===== config.mk =====
export PLATFORM = sky130hd
export DESIGN_NAME = relogio_bcd_sincrono
export DESIGN_NICKNAME = d
export VERILOG_FILES = /design/src/rtl/relogio_pkg.sv /design/src/rtl/relogio_bcd_sincrono_bcd_digit.sv /design/src/rtl/relogio_bcd_sincrono.sv
export SDC_FILE = /design/constraint.sdc
export NUM_CORES = 1
export LEC_CHECK = 0
export CAP_MARGIN = 20
export CORE_MARGIN = 4
export CORE_UTILIZATION = 30
export CTS_BUF_LIST = sky130_fd_sc_hd__clkbuf_4
export DETAILED_ROUTE_END_ITERATION = 7
export PLACE_DENSITY = 0.61
export SYNTH_ARGS = -nofsm -noshare
export SYNTH_HDL_FRONTEND = slang
export SYNTH_SLANG_ARGS = --single-unit
export TNS_END_PERCENT = 50

===== constraint.sdc =====
create_clock -name clk -period 5 [get_ports clk]
set_input_delay 0.5 -clock clk [delete_from_list [all_inputs] [get_ports clk]]
set_output_delay 0.5 -clock clk [all_outputs]
set_load 0.05 [all_outputs]

===== src/rtl/relogio_pkg.sv =====
// Shared types, digit moduli and display helpers for the synchronous BCD clock.
package relogio_pkg;

  typedef enum logic [1:0] {
    RUN   = 2'd0,
    SET_H = 2'd1,
    SET_M = 2'd2
  } state_t;

  localparam int unsigned MOD_US = 10;
  localparam int unsigned MOD_DS = 6;
  localparam int unsigned MOD_UM = 10;
  localparam int unsigned MOD_DM = 6;

  // Active-high {g,f,e,d,c,b,a}; codes above 9 render blank.
  function automatic logic [6:0] seg7(input logic [3:0] bcd);
    logic [6:0] s;
    case (bcd)
      4'd0:    s = 7'h3F;
      4'd1:    s = 7'h06;
      4'd2:    s = 7'h5B;
      4'd3:    s = 7'h4F;
      4'd4:    s = 7'h66;
      4'd5:    s = 7'h6D;
      4'd6:    s = 7'h7D;
      4'd7:    s = 7'h07;
      4'd8:    s = 7'h7F;
      4'd9:    s = 7'h6F;
      default: s = 7'h00;
    endcase
    return s;
  endfunction

  // 24 h BCD hour to {pm, 12 h BCD hour}; 0 and 12 both show as 12.
  function automatic logic [8:0] hour12(input logic [7:0] bcd_h);
    logic [4:0] h;
    logic [4:0] h12;
    logic       pm_f;
    logic [3:0] tens;
    logic [3:0] units;
    h = 5'(bcd_h[7:4]) * 5'd10 + 5'(bcd_h[3:0]);
    pm_f = (h >= 5'd12);
    if (h == 5'd0)      h12 = 5'd12;
    else if (h > 5'd12) h12 = h - 5'd12;
    else                h12 = h;
    if (h12 >= 5'd10) begin
      tens  = 4'd1;
      units = 4'(h12 - 5'd10);
    end else begin
      tens  = 4'd0;
      units = 4'(h12);
    end
    return {pm_f, tens, units};
  endfunction

endpackage


===== src/rtl/relogio_bcd_sincrono_bcd_digit.sv =====
// One BCD digit counter with a combinational carry enable for the next digit.
module bcd_digit #(
  parameter int unsigned MODULO = 10
) (
  input  logic       clk,
  input  logic       rst,
  input  logic       en,
  input  logic       clr,
  output logic [3:0] q,
  output logic       carry
);

  logic [3:0] r_q;

  assign carry = en & (r_q == 4'(MODULO - 1));
  assign q     = r_q;

  always_ff @(posedge clk or posedge rst) begin
    if (rst)         r_q <= '0;
    else if (clr)    r_q <= '0;
    else if (en)     r_q <= carry ? '0 : r_q + 4'd1;
  end

endmodule


===== src/rtl/relogio_bcd_sincrono.sv =====
// Single-clock HH:MM:SS BCD clock with set mode, edit blinking, 12/24 h display.
module relogio_bcd_sincrono
  import relogio_pkg::*;
#(
  parameter int unsigned MAIN_CLOCK     = 10_000_000,
  parameter int unsigned FAST_HZ        = 500,
  parameter int unsigned MODE_12H       = 0,
  parameter int unsigned SEG_ACTIVE_LOW = 1
) (
  input  logic        clk,
  input  logic        rst,
  input  logic        speed,
  input  logic        btn_mode,
  input  logic        btn_inc,
  output logic [7:0]  dh,
  output logic [7:0]  uh,
  output logic [7:0]  dm,
  output logic [7:0]  um,
  output logic [7:0]  ds,
  output logic [7:0]  us,
  output logic [23:0] bcd_time,
  output logic        pm,
  output logic        tick
);

  localparam int unsigned FAST_DIV = MAIN_CLOCK / FAST_HZ;
  localparam int unsigned PW = (MAIN_CLOCK > 1) ? $clog2(MAIN_CLOCK) : 1;
  localparam int unsigned FW = (FAST_DIV > 1) ? $clog2(FAST_DIV) : 1;

  logic [PW-1:0] r_phase;
  logic [FW-1:0] r_fast;
  logic          r_mode_q;
  logic          r_inc_q;
  logic [3:0]    r_dh;
  logic [3:0]    r_uh;
  state_t        r_state;
  state_t        w_next_state;

  logic       w_phase_end, w_fast_end, w_dot_on;
  logic       w_mode_p, w_inc_p, w_inc_m, w_hour_inc, w_clr_sec;
  logic [3:0] w_us, w_ds, w_um, w_dm;
  logic       w_us_c, w_ds_c, w_um_c, w_dm_c;

  assign w_phase_end = (r_phase == PW'(MAIN_CLOCK - 1));
  assign w_fast_end  = (r_fast == FW'(FAST_DIV - 1));
  assign w_dot_on    = (r_phase < PW'(MAIN_CLOCK / 2));

  // Mode beats inc when both edges land on the same cycle.
  assign w_mode_p = btn_mode & ~r_mode_q;
  assign w_inc_p  = btn_inc & ~r_inc_q & ~w_mode_p;

  assign tick = (r_state == RUN) & (speed ? w_phase_end : w_fast_end);

  always_ff @(posedge clk or posedge rst) begin
    if (rst) begin
      r_phase  <= '0;
      r_mode_q <= 1'b0;
      r_inc_q  <= 1'b0;
    end else begin
      r_phase  <= w_phase_end ? '0 : r_phase + PW'(1);
      r_mode_q <= btn_mode;
      r_inc_q  <= btn_inc;
    end
  end

  always_ff @(posedge clk or posedge rst) begin
    if (rst)                  r_fast <= '0;
    else if (r_state != RUN)  r_fast <= '0;
    else                      r_fast <= w_fast_end ? '0 : r_fast + FW'(1);
  end

  always_ff @(posedge clk or posedge rst) begin
    if (rst) r_state <= RUN;
    else     r_state <= w_next_state;
  end

  always_comb begin
    w_next_state = r_state;
    w_clr_sec    = 1'b0;
    if (w_mode_p) begin
      case (r_state)
        RUN:     w_next_state = SET_H;
        SET_H:   w_next_state = SET_M;
        SET_M: begin
          w_next_state = RUN;
          w_clr_sec    = 1'b1;
        end
        default: w_next_state = RUN;
      endcase
    end
  end

  // Minute edits reuse the um/dm chain; the dm carry is kept out of hours outside RUN.
  assign w_inc_m    = (r_state == SET_M) & w_inc_p;
  assign w_hour_inc = (w_dm_c & (r_state == RUN)) | ((r_state == SET_H) & w_inc_p);

  bcd_digit #(.MODULO(MOD_US)) u_us (
    .clk(clk), .rst(rst), .en(tick), .clr(w_clr_sec), .q(w_us), .carry(w_us_c)
  );
  bcd_digit #(.MODULO(MOD_DS)) u_ds (
    .clk(clk), .rst(rst), .en(w_us_c), .clr(w_clr_sec), .q(w_ds), .carry(w_ds_c)
  );
  bcd_digit #(.MODULO(MOD_UM)) u_um (
    .clk(clk), .rst(rst), .en(w_ds_c | w_inc_m), .clr(1'b0), .q(w_um), .carry(w_um_c)
  );
  bcd_digit #(.MODULO(MOD_DM)) u_dm (
    .clk(clk), .rst(rst), .en(w_um_c), .clr(1'b0), .q(w_dm), .carry(w_dm_c)
  );

  always_ff @(posedge clk or posedge rst) begin
    if (rst) begin
      r_dh <= '0;
      r_uh <= '0;
    end else if (w_hour_inc) begin
      if (r_dh == 4'd2 && r_uh == 4'd3) begin
        r_dh <= '0;
        r_uh <= '0;
      end else if (r_uh == 4'd9) begin
        r_uh <= '0;
        r_dh <= r_dh + 4'd1;
      end else begin
        r_uh <= r_uh + 4'd1;
      end
    end
  end

  assign bcd_time = {r_dh, r_uh, w_dm, w_um, w_ds, w_us};

  logic [8:0] w_h12;
  logic [3:0] w_disp_dh, w_disp_uh;
  logic       w_blank_h, w_blank_m, w_dp_on;

  assign w_h12     = hour12({r_dh, r_uh});
  assign w_disp_dh = (MODE_12H != 0) ? w_h12[7:4] : r_dh;
  assign w_disp_uh = (MODE_12H != 0) ? w_h12[3:0] : r_uh;
  assign pm        = (MODE_12H != 0) & w_h12[8];
  assign w_blank_h = (r_state == SET_H) & ~w_dot_on;
  assign w_blank_m = (r_state == SET_M) & ~w_dot_on;
  assign w_dp_on   = (r_state == RUN) ? w_dot_on : 1'b1;

  function automatic logic [7:0] seg_out(input logic [3:0] bcd, input logic dp,
                                         input logic blank);
    logic [7:0] raw;
    raw = blank ? 8'h00 : {dp, seg7(bcd)};
    return (SEG_ACTIVE_LOW != 0) ? ~raw : raw;
  endfunction

  assign dh = seg_out(w_disp_dh, 1'b0, w_blank_h);
  assign uh = seg_out(w_disp_uh, w_dp_on, w_blank_h);
  assign dm = seg_out(w_dm, 1'b0, w_blank_m);
  assign um = seg_out(w_um, w_dp_on, w_blank_m);
  assign ds = seg_out(w_ds, 1'b0, 1'b0);
  assign us = seg_out(w_us, 1'b0, 1'b0);

endmodule


==> flow_summary.ini <==
[synth]
ys_seq_area_share_pct = 36.7
ys_ff_latch = 67
yosysUniqueCellTypes = 54
netlist_area_um2 = 4570
yosysWarnings = 0
synthFlopType = dfrtp_1
synth-edff-count = 0
yosys.area.top_type = dfrtp_1
ys_top_cells_by_area = dfrtp_1, ha_1, nor2_1
syn_inst = 556
avgSynthCellArea_um2 = 8.23
synth_top_area_share_pct = 36.7
async_reset_ff_share_pct = 100

[cells_and_area]
final_nets = 654
post-route-util_pct = 37.6
layout-drive-gt1-share_pct = 4.65
fin_cells = 807
diodes = 0
syn_to_final_growth_pct = 21.3
fillers = 1495

[clock_network]
clockRootBuffer = clkbuf_4
clk_pin_slew_worst_paths_ns = 0.10
cts_tree = yes
cts_made_buffers = 9
cts_setup_buffers = 0
cts-resized-gates = 0
htreeDepth = 3
ctsLongestPathBuffers = 2
clkLatencyLatePin_ns = 0.41
cts.sinks = 67
cts_hold_buf = 0

[critical_path]
end_kind = primary output
critPathMaxFanout = 14
start_kind = register
critPathKind = register to primary output
critPathRequiredTime_ns = 4.50
arrival_ns = 3.35

[drt]
drt_pass1_iterations = 4
vias_per_cell = 4.98
drc = 0
vias = 4017
totalWireLength_um = 10800
wl_per_cell_um = 13.4
ant_nets = 0
first_iter_violations = 240

[power]
power_density_nw_per_um2 = 511
peakVddDrop_v = 0.000281
leakagePower_nw = 2.42

[timing]
min_period_over_period_pct = 77.0
tns_ns = 0
tightestPinTransition_ns = 0.824
setup_violations = 0
worst_slack_ns = 1.15
holdWs_ns = 0.486
hold_viol = 0
skew_ns = 0.0153
rsz0062_at_grt = no
fmax_mhz = 260
maxSlewViolCount = 0
period_needed_ns = 3.85
maxSlewHeadroom_pct = 44.7

[global_route]
grt_overflow = 0
grt_max_degree = 36
grt_pass1_wl_um = 18400
grt.total_usage_pct = 12.6
antenna_found_initial = 0
grt_pass1_vias = 3805

[floorplan]
rows = 44
core_area_um2 = 14800
die_h_um = 131
start_util_pct = 31.0
pin_count = 79
die_area_um2 = 17300
die_x_um = 131

[place]
place_hpwl_um = 7980
dp_slack_ns = 1.57
dp.cells = 791
port_buffers = 73
gp_congestion = 0.868

[min_path]
hold_path_class = register to register

[run_status]
status = completed

[run]
cap_viol_max_count = 0
-- critical path: stages, from the launching register on --
cell and delay (ns):
dfrtp_1 0.47, a211o_1 0.29, o21ai_0 0.17, a21oi_1 0.10, o31a_1 0.28, o21ai_1 0.66
o21ai_0 0.21, clkdlybuf4s50_1 0.76
-- cell usage after synthesis (all sizes together) (5+ instances only) --
cell,n
xor2,25
a31oi,8
a21oi,34
mux2i,6
nor4b,5
ha,30
o22ai,6
buf,8
clkbuf,20
dfrtp,67
nor2,71
o21ai,49
nor3,5
or2,5
nand2,58
inv,32
xnor2,11
nand3,23
and3,8
nand2b,17
nand4,12
nor2b,9
-- cell families (layout without fill, tap and decap cells) --
group / count (synthesis) / in the layout / synth area share (%)
AO/OA/AOI/OAI: 114 / 114 / 14.6
adder cells (fa/ha/maj): 30 / 30 / 8.21
buffers and inverters: 60 / 124 / 5.42
AND/OR/NAND/NOR: 238 / 238 / 26.0
XOR/XNOR: 36 / 36 / 6.89
other: 2 / 5 / 0.164
multiplexers: 9 / 9 / 2.05
flip-flops: 67 / 67 / 36.7
-- power breakdown --
part / switching (W) / total, W / internal [W]
Clock: 0.000188 / 0.000295 / 0.000107
Combinational: 0.00120 / 0.00179 / 0.000590
Sequential: 0.000142 / 0.000746 / 0.000604
Total: 0.00153 / 0.00283 / 0.00130
-- per-stage QoR --
step,cell area (um2),power (W)
floorplan,4580,0.00200
global placement,5430,0.00253
detailed placement,5440,0.00255
CTS,5540,0.00285
global route,5550,0.00303
finish,5550,0.00283
-- flip-flops by register name (all words and copies together), names as in the netlist --
register	flops
r_inc_q	1
r_mode_q	1
r_uh	4
r_fast	15
u_us.q	4
u_um.q	4
r_phase	24
u_dm.q	4
u_ds.q	4
r_dh	4
r_state	2
-- cells in the final DEF, fill, tap and decap left out, types with 4 or more instances in the layout --
master / netlist / final
a21oi_1: 34 / 34
a31oi_1: 8 / 8
and3_1: 8 / 8
and4_1: 4 / 4
buf_4: 5 / 4
clkbuf_4: 0 / 11
clkdlybuf4s50_1: 0 / 73
conb_1: 2 / 5
dfrtp_1: 67 / 67
ha_1: 30 / 30
inv_1: 32 / 31
mux2i_1: 6 / 6
nand2_1: 58 / 58
nand2b_1: 17 / 17
nand3_1: 23 / 23
nand4_1: 12 / 12
nor2_1: 71 / 71
nor2b_1: 9 / 9
nor3_1: 5 / 5
nor4b_1: 5 / 5
o21ai_0: 44 / 44
o21ai_1: 4 / 4
o22ai_1: 6 / 6
o31ai_1: 4 / 4
or2_2: 5 / 5
xnor2_1: 11 / 11
xor2_1: 25 / 25
-- final cells by class --
type / instances / area, um2 / share of cell area (%)
repair buffers: 77 / 761 / 13.7
clock inverters: 4 / 18.8 / 0.338
multi-input cells: 432 / 2660 / 47.9
well taps: 184 / 230 / 4.15
clock buffers: 11 / 82.6 / 1.49
inverters: 32 / 120 / 2.16
flip-flops and latches: 67 / 1680 / 30.2
-- worst paths after layout --
check,from,to,slack (ns),depth (start not counted)
worst max register to register,u_ds.q[1]$_DFFE_PP0P_,r_uh[2]$_DFFE_PP0P_,2.41,8
max in group asynchronous,rst,r_fast[6]$_DFF_PP0_,3.54,3
worst min-delay path,r_fast[0]$_DFF_PP0_,r_fast[0]$_DFF_PP0_,0.49,1
min in group asynchronous,rst,r_uh[3]$_DFFE_PP0P_,0.52,2
worst min register to register,r_fast[0]$_DFF_PP0_,r_fast[0]$_DFF_PP0_,0.49,1
worst max-delay path,r_phase[13]$_DFF_PP0_,um[6],1.15,7
-- routing by layer --
layer | vias up | wire [um] | part of all wire [%] | global-route usage (%)
met2 | 83 | 5230 | 48 | 20.7
met3 | 7 | 476 | 4.4 | 3.06
li1 | 2028 | - | - | -
met1 | 1899 | 4990 | 46 | 16.2
met4 | 0 | 102 | 0.94 | 4.32
met5 | - | 0 | 0 | 0
No activity file was read; power rests on OpenSTA's default activity.
